File: config.mk
export PLATFORM = sky130hd
export DESIGN_NAME = fifo_rr_ctrl
export DESIGN_NICKNAME = d
export VERILOG_FILES = /design/src/rtl/fifo_rr_ctrl.sv
export SDC_FILE = /design/constraint.sdc
export NUM_CORES = 1
export LEC_CHECK = 0
export ABC_AREA = 0
export CORE_ASPECT_RATIO = 0.8
export CORE_MARGIN = 3
export CORE_UTILIZATION = 25
export DETAILED_ROUTE_END_ITERATION = 16
export PLACE_DENSITY = 0.77
export SYNTH_ARGS = -nofsm -noshare
export SYNTH_HDL_FRONTEND = slang
export SYNTH_SLANG_ARGS = --single-unit
File: constraint.sdc
create_clock -name clock_i -period 4.37 [get_ports clock_i]
set_input_delay 1.0925 -clock clock_i [delete_from_list [all_inputs] [get_ports clock_i]]
set_output_delay 1.0925 -clock clock_i [all_outputs]
set_load 0.01 [all_outputs]
File: src/rtl/fifo_rr_ctrl.sv
// fifo_rr_ctrl
//   Shares one show-ahead FIFO between N_REQ producers and a single consumer.
//   Producers are served by a round-robin write arbiter. Words are popped from
//   the FIFO into a registered valid/ready output stage. A flush sequence
//   clears the FIFO through clear_n_o and discards the output word.
//
//   Optional feature macro: FIFO_RR_STATS_EN
//     When defined, adds stall_cnt_o. This holds one saturating 16-bit counter
//     per producer that counts the cycles in which req_i[i]=1 and gnt_o[i]=0.
//     The counters are cleared by reset and by flush_i.
//
// Ports
//   clock_i, reset_n_i       clock (rising edge), async active-low reset
//   enable_i                 allow grants and pops
//   flush_i                  1-cycle pulse that discards FIFO and output contents
//   req_i, req_data_i        per-producer request and word (producer i at [i*DATA_W +: DATA_W])
//   gnt_o                    one-hot grant; the granted word is written on this edge
//   out_data_o, out_valid_o  consumer word and its valid flag
//   out_ready_i              consumer accepts when out_valid_o & out_ready_i
//   almost_full_o            use_dw_i >= AFULL_LVL or FIFO full
//   busy_flush_o             flush sequence in progress
//   write_o, read_o          FIFO write and read strobes
//   clear_n_o                FIFO clear (active low)
//   data_in_o                FIFO write data
//   data_out_i               FIFO head word (show-ahead)
//   f_full_n_i, f_empty_n_i  FIFO status (active low)
//   use_dw_i                 FIFO fill level
//   stall_cnt_o              (FIFO_RR_STATS_EN only) per-producer stall counters
//
// States
//   state      | meaning
//   IDLE       | no grants or pops; the output word holds until the consumer takes it
//   RUN        | arbitration and popping active
//   FLUSH_CLR  | clear_n_o asserted for one cycle
//   FLUSH_WAIT | wait for the FIFO to report empty
module fifo_rr_ctrl #(
  parameter int DATA_W    = 8,
  parameter int N_REQ     = 2,
  parameter int UDW_W     = 5,
  parameter int AFULL_LVL = 28
) (
  input  logic                    clock_i,
  input  logic                    reset_n_i,
  input  logic                    enable_i,
  input  logic                    flush_i,
  input  logic [N_REQ-1:0]        req_i,
  input  logic [N_REQ*DATA_W-1:0] req_data_i,
  output logic [N_REQ-1:0]        gnt_o,
  output logic [DATA_W-1:0]       out_data_o,
  output logic                    out_valid_o,
  input  logic                    out_ready_i,
  output logic                    almost_full_o,
  output logic                    busy_flush_o,
  output logic                    write_o,
  output logic                    read_o,
  output logic                    clear_n_o,
  output logic [DATA_W-1:0]       data_in_o,
  input  logic [DATA_W-1:0]       data_out_i,
  input  logic                    f_full_n_i,
  input  logic                    f_empty_n_i,
  input  logic [UDW_W-1:0]        use_dw_i
`ifdef FIFO_RR_STATS_EN
  ,
  output logic [N_REQ*16-1:0]     stall_cnt_o
`endif
);

  localparam int PTR_W = (N_REQ > 1) ? $clog2(N_REQ) : 1;
  localparam logic [UDW_W-1:0] AFULL_V = UDW_W'(AFULL_LVL);

  typedef enum logic [1:0] {
    IDLE       = 2'd0,
    RUN        = 2'd1,
    FLUSH_CLR  = 2'd2,
    FLUSH_WAIT = 2'd3
  } state_e;

  state_e             state_q, state_d;
  logic [PTR_W-1:0]   rr_ptr_q, rr_ptr_d;
  logic               out_valid_q, out_valid_d;
  logic [DATA_W-1:0]  out_data_q, out_data_d;

  logic [PTR_W-1:0]   cand;
  logic [PTR_W-1:0]   win_idx;
  logic               win_vld;
  logic               grant_en;

  // Next-state logic. A flush request overrides every other transition.
  always_comb begin
    state_d = state_q;
    if (flush_i) begin
      state_d = FLUSH_CLR;
    end else begin
      case (state_q)
        IDLE:       if (enable_i) state_d = RUN;
        RUN:        if (!enable_i) state_d = IDLE;
        FLUSH_CLR:  state_d = FLUSH_WAIT;
        FLUSH_WAIT: if (!f_empty_n_i) state_d = IDLE;
        default:    state_d = IDLE;
      endcase
    end
  end

  // Round-robin search. The loop scans offsets from the highest down to 0,
  // so the requester closest to the pointer is the last one written and wins.
  always_comb begin
    cand    = '0;
    win_vld = 1'b0;
    win_idx = '0;
    for (int k = N_REQ - 1; k >= 0; k--) begin
      cand = PTR_W'((int'(rr_ptr_q) + k) % N_REQ);
      if (req_i[cand]) begin
        win_vld = 1'b1;
        win_idx = cand;
      end
    end
  end

  // f_full_n_i is the status before the edge, so a pop in the same cycle
  // does not free a slot for a grant.
  assign grant_en = (state_q == RUN) && f_full_n_i && !flush_i;

  always_comb begin
    gnt_o    = '0;
    rr_ptr_d = rr_ptr_q;
    if (grant_en && win_vld) begin
      gnt_o[win_idx] = 1'b1;
      rr_ptr_d = (win_idx == PTR_W'(N_REQ - 1)) ? '0 : win_idx + PTR_W'(1);
    end
  end

  assign write_o   = |gnt_o;
  assign data_in_o = req_data_i[int'(win_idx)*DATA_W +: DATA_W];

  assign read_o = (state_q == RUN) && !flush_i && f_empty_n_i &&
                  (!out_valid_q || out_ready_i);

  // Output register. The consumer can still take the held word in IDLE.
  always_comb begin
    out_valid_d = out_valid_q;
    out_data_d  = out_data_q;
    if (flush_i) begin
      out_valid_d = 1'b0;
    end else if (read_o) begin
      out_valid_d = 1'b1;
      out_data_d  = data_out_i;
    end else if (out_valid_q && out_ready_i) begin
      out_valid_d = 1'b0;
    end
  end

  always_ff @(posedge clock_i or negedge reset_n_i) begin
    if (!reset_n_i) begin
      state_q     <= IDLE;
      rr_ptr_q    <= '0;
      out_valid_q <= 1'b0;
      out_data_q  <= '0;
    end else begin
      state_q     <= state_d;
      rr_ptr_q    <= rr_ptr_d;
      out_valid_q <= out_valid_d;
      out_data_q  <= out_data_d;
    end
  end

  assign out_valid_o   = out_valid_q;
  assign out_data_o    = out_data_q;
  assign clear_n_o     = (state_q != FLUSH_CLR);
  assign busy_flush_o  = (state_q == FLUSH_CLR) || (state_q == FLUSH_WAIT);
  // use_dw_i wraps when the FIFO is completely full, so full comes from f_full_n_i.
  assign almost_full_o = (use_dw_i >= AFULL_V) || !f_full_n_i;

`ifdef FIFO_RR_STATS_EN
  logic [15:0] stall_q [N_REQ];
  logic [15:0] stall_d [N_REQ];

  always_comb begin
    for (int i = 0; i < N_REQ; i++) begin
      stall_d[i] = stall_q[i];
      if (flush_i) begin
        stall_d[i] = '0;
      end else if (req_i[i] && !gnt_o[i] && (stall_q[i] != 16'hFFFF)) begin
        stall_d[i] = stall_q[i] + 16'd1;
      end
    end
  end

  always_ff @(posedge clock_i or negedge reset_n_i) begin
    if (!reset_n_i) begin
      for (int i = 0; i < N_REQ; i++) stall_q[i] <= '0;
    end else begin
      for (int i = 0; i < N_REQ; i++) stall_q[i] <= stall_d[i];
    end
  end

  for (genvar g = 0; g < N_REQ; g++) begin : g_stall
    assign stall_cnt_o[g*16 +: 16] = stall_q[g];
  end
`endif

endmodule
==> results.txt <==
Outcome - finished, final reports clean
Net load switching power - 94.14 uW
Vias in the first global route - 640
Critical Path AT - 2.87 ns
Crit-path max FO - 10
1st-iter DRT viols - 5
Die Y - 50.07 um
FFs w/ async S/R, synth - 100.0%
Total internal power - 288.1 uW
Worst path slowest cell - clkdlybuf4s50_1
Yosys top cell area share - 49.48%
Setup Skew - 0.003921 ns
Gpl congestion - 0.6753
Top FF cell, synth - dfrtp_1
Setup WS pre-CTS - 0.3932 ns
Drt pass-1 iters - 3
Post-synth top cells - mux2_2 (17), dfrtp_1 (12), inv_1 (4)
Worst setup EP type - primary output
Hold Buf Count CTS - 0
Post-cts sizing count - 0
Layout filler cell count - 206
#FFs+latches synth - 12
Worst-skew pair later-pin latency - 0.27 ns
Pwr dens - 300.7 nW/um^2
DRC - 0
Post-CTS Setup Repair Bufs - 0
Via density - 4.457
Post-Synthesis Cells - 50
CTS max path bufs - 2
Vias post-DR - 615
Slew HR - 65.24%
Slowest stage delay, CP - 0.48 ns
Number of synthesized flops with an enable pin - 0
Worst setup path start - req_i[0]
Clock sink total - 12
Nets - 152
Root Buffer - clkbuf_4
I/O pin count - 62
Final setup viols - 0
TritonCTS clock tree - done
Count leader, synth - mux2_2
Final WL - 1940 um
Remaining global-route overflow - 0
Ys Warns - 0
CP most frequent cell - clkdlybuf4s50_1
Syn Area/Cell - 12.14 um^2
Area contributors post-synth - dfrtp_1 (49%), mux2_2 (32%), nand2b_1 (3.1%)
Synth cell types - 15
Hold Violations, Final - 0
Top Family by Delay on Critical Path - buffers and inverters
Period utilization - 90.57%
Clock group share of total power - 22.4%
Pin count of the biggest net entering global routing - 13
Worst hold path type - flip-flop to flip-flop
Core area - 2233 um^2
Slew Limit Fails - 0
Synthesized Nets - 88
Setup TNS - 0 ns
Worst-margin pin slew - 0.5198 ns
Initial Utilization - 27.17%
Synth Area in Adders - 0%
Fin worst setup slack - 0.4123 ns
Yosys top cell by area - dfrtp_1
Rows - 15
Combinational share of power - 39.3%
Area added between synthesis and finish - 109.5%
Startpoint type of the worst setup path - primary input
Die W - 61.09 um
Bufs and invs on worst path - 4
Hold Crit Start - out_data_o[1]
Req. time, crit path - 3.28 ns
Sequential share of the synthesized area - 49.48%
Hpwl dp - 1695 um
Worst vdd ir - 0.0001917 V
Synth Area in Simple Gates - 10.52%
Initial antenna violation count - 0
Post-Syn Area - 606.8 um^2
Full die area - 3058 um^2
Kind of critical path - primary input to primary output
Min cycle time layout - 3.958 ns
Synth Area in Compound Gates - 4.536%
Fraction of layout cells with a size suffix above 1 - 22.12%
Ant. Diodes - 0
FMAX - 252.7 MHz
Xor and xnor area share after synthesis - 0%
Mux cell area share after synthesis - 31.55%
Wirelength per Cell - 14.06 um
Max_cap viols - 0
CTS buffer count - 3
Crit path cell chain - clkdlybuf4s50_1 > inv_1 > o21ai_0 > buf_4 > mux2_2 > clkdlybuf4s50_1
# port buffers - 59
Seq pwr share - 38.4%
Reg2reg start - state_q[1]
Clock transition at the registers of the reported paths - 0.07 ns
Sw Share - 24.63%
Antenna Nets Post-Route - 0
Largest family of logic cells by synthesized area - multiplexers
First-pass GRT wire length - 2870 um
GRT Util Overall - 12.77%
RSZ-0062 raised after global routing - false
H-tree Lvls - 1
P_leak - 0.5426 nW
## worst reg2reg max path: stages (launching register included)
cell,delay (ns)
dfrtp_1,0.42
nor3b_2,0.25
nand3_2,0.11
buf_4,0.19
mux2_2,0.28
## worst paths after layout
kind | slack [ns] | endpoint | depth (start not counted)
setup / recovery | 0.41 | data_in_o[5] | 6
hold / removal | 0.51 | out_data_o[1] | 1
setup reg to reg | 3.01 | out_data_o[5] | 4
hold reg to reg | 0.51 | out_data_o[1] | 1
max in group asynchronous | 2.86 | out_data_o[7] | 1
min in group asynchronous | 1.16 | out_data_o[0] | 1
## metal layers
metal | part of all wire [%] | global-route usage, % | vias up
li1 | - | - | 299
met1 | 40 | 14.99 | 294
met2 | 55 | 22.54 | 20
met3 | 4.7 | 3.141 | 2
met4 | 0.62 | 3.249 | 0
met5 | 0 | 0 | -
## power by group through the flow
stage	Clock (mW)	Sequential [mW]	Combinational [mW]
2_1_floorplan	0	0.157	0.0451
3_3_place_gp	0	0.147	0.149
3_5_place_dp	0	0.149	0.151
4_1_cts	0.0896	0.147	0.152
5_1_grt	0.0960	0.150	0.159
6_report	0.0855	0.147	0.150
## registers in the layout, indices dropped and copies added (netlist names)
signal	cells
state_q	2
rr_ptr_q	1
out_data_o	8
out_valid_o	1
## layout make-up
class / instances / area (um^2) / share of cell area (%)
well taps: 25 / 31.28 / 2.461
repair buffers: 61 / 605.6 / 47.64
clock buffers: 4 / 36.28 / 2.854
multi-input cells: 32 / 282.8 / 22.24
flip-flops and latches: 12 / 300.3 / 23.62
inverters: 4 / 15.01 / 1.181
## cell usage in the layout (no fill, tap or decap), drive strengths merged
cell	Yosys	final
nor2b	1	1
clkdlybuf4s50	0	59
mux2	17	17
a21oi	1	1
nor3b	1	1
o21ai	3	3
buf	1	2
o211ai	1	1
dfrtp	12	12
inv	4	4
nand2	2	2
clkbuf	1	4
nand2b	3	3
nor2	1	1
nand3	2	2
## stage by stage
| stage | utilization (%) | instances | hold WS, ns | cell area (um^2) | power [mW] |
|---|---|---|---|---|---|
| 3_5_place_dp | 55.29 | 134 | 0.4935 | 1235 | 0.3003 |
| 2_1_floorplan | - | 50 | 0.4739 | 606.8 | 0.2019 |
| 4_1_cts | 56.92 | 138 | 0.5112 | 1271 | 0.3887 |
| 3_3_place_gp | 55.29 | 134 | 0.4831 | 1235 | 0.2962 |
| 6_report | 56.92 | 138 | 0.5076 | 1271 | 0.3822 |
| 5_1_grt | 56.92 | 138 | 0.5285 | 1271 | 0.4052 |
## kinds of logic (layout without fill, tap and decap cells)
logic type / Yosys count / count (layout)
buffers and inverters: 6 / 69
AND/OR/NAND/NOR: 10 / 10
AO/OA/AOI/OAI: 5 / 5
multiplexers: 17 / 17
flip-flops: 12 / 12
Note: power is estimated with default switching activity, not from simulation.
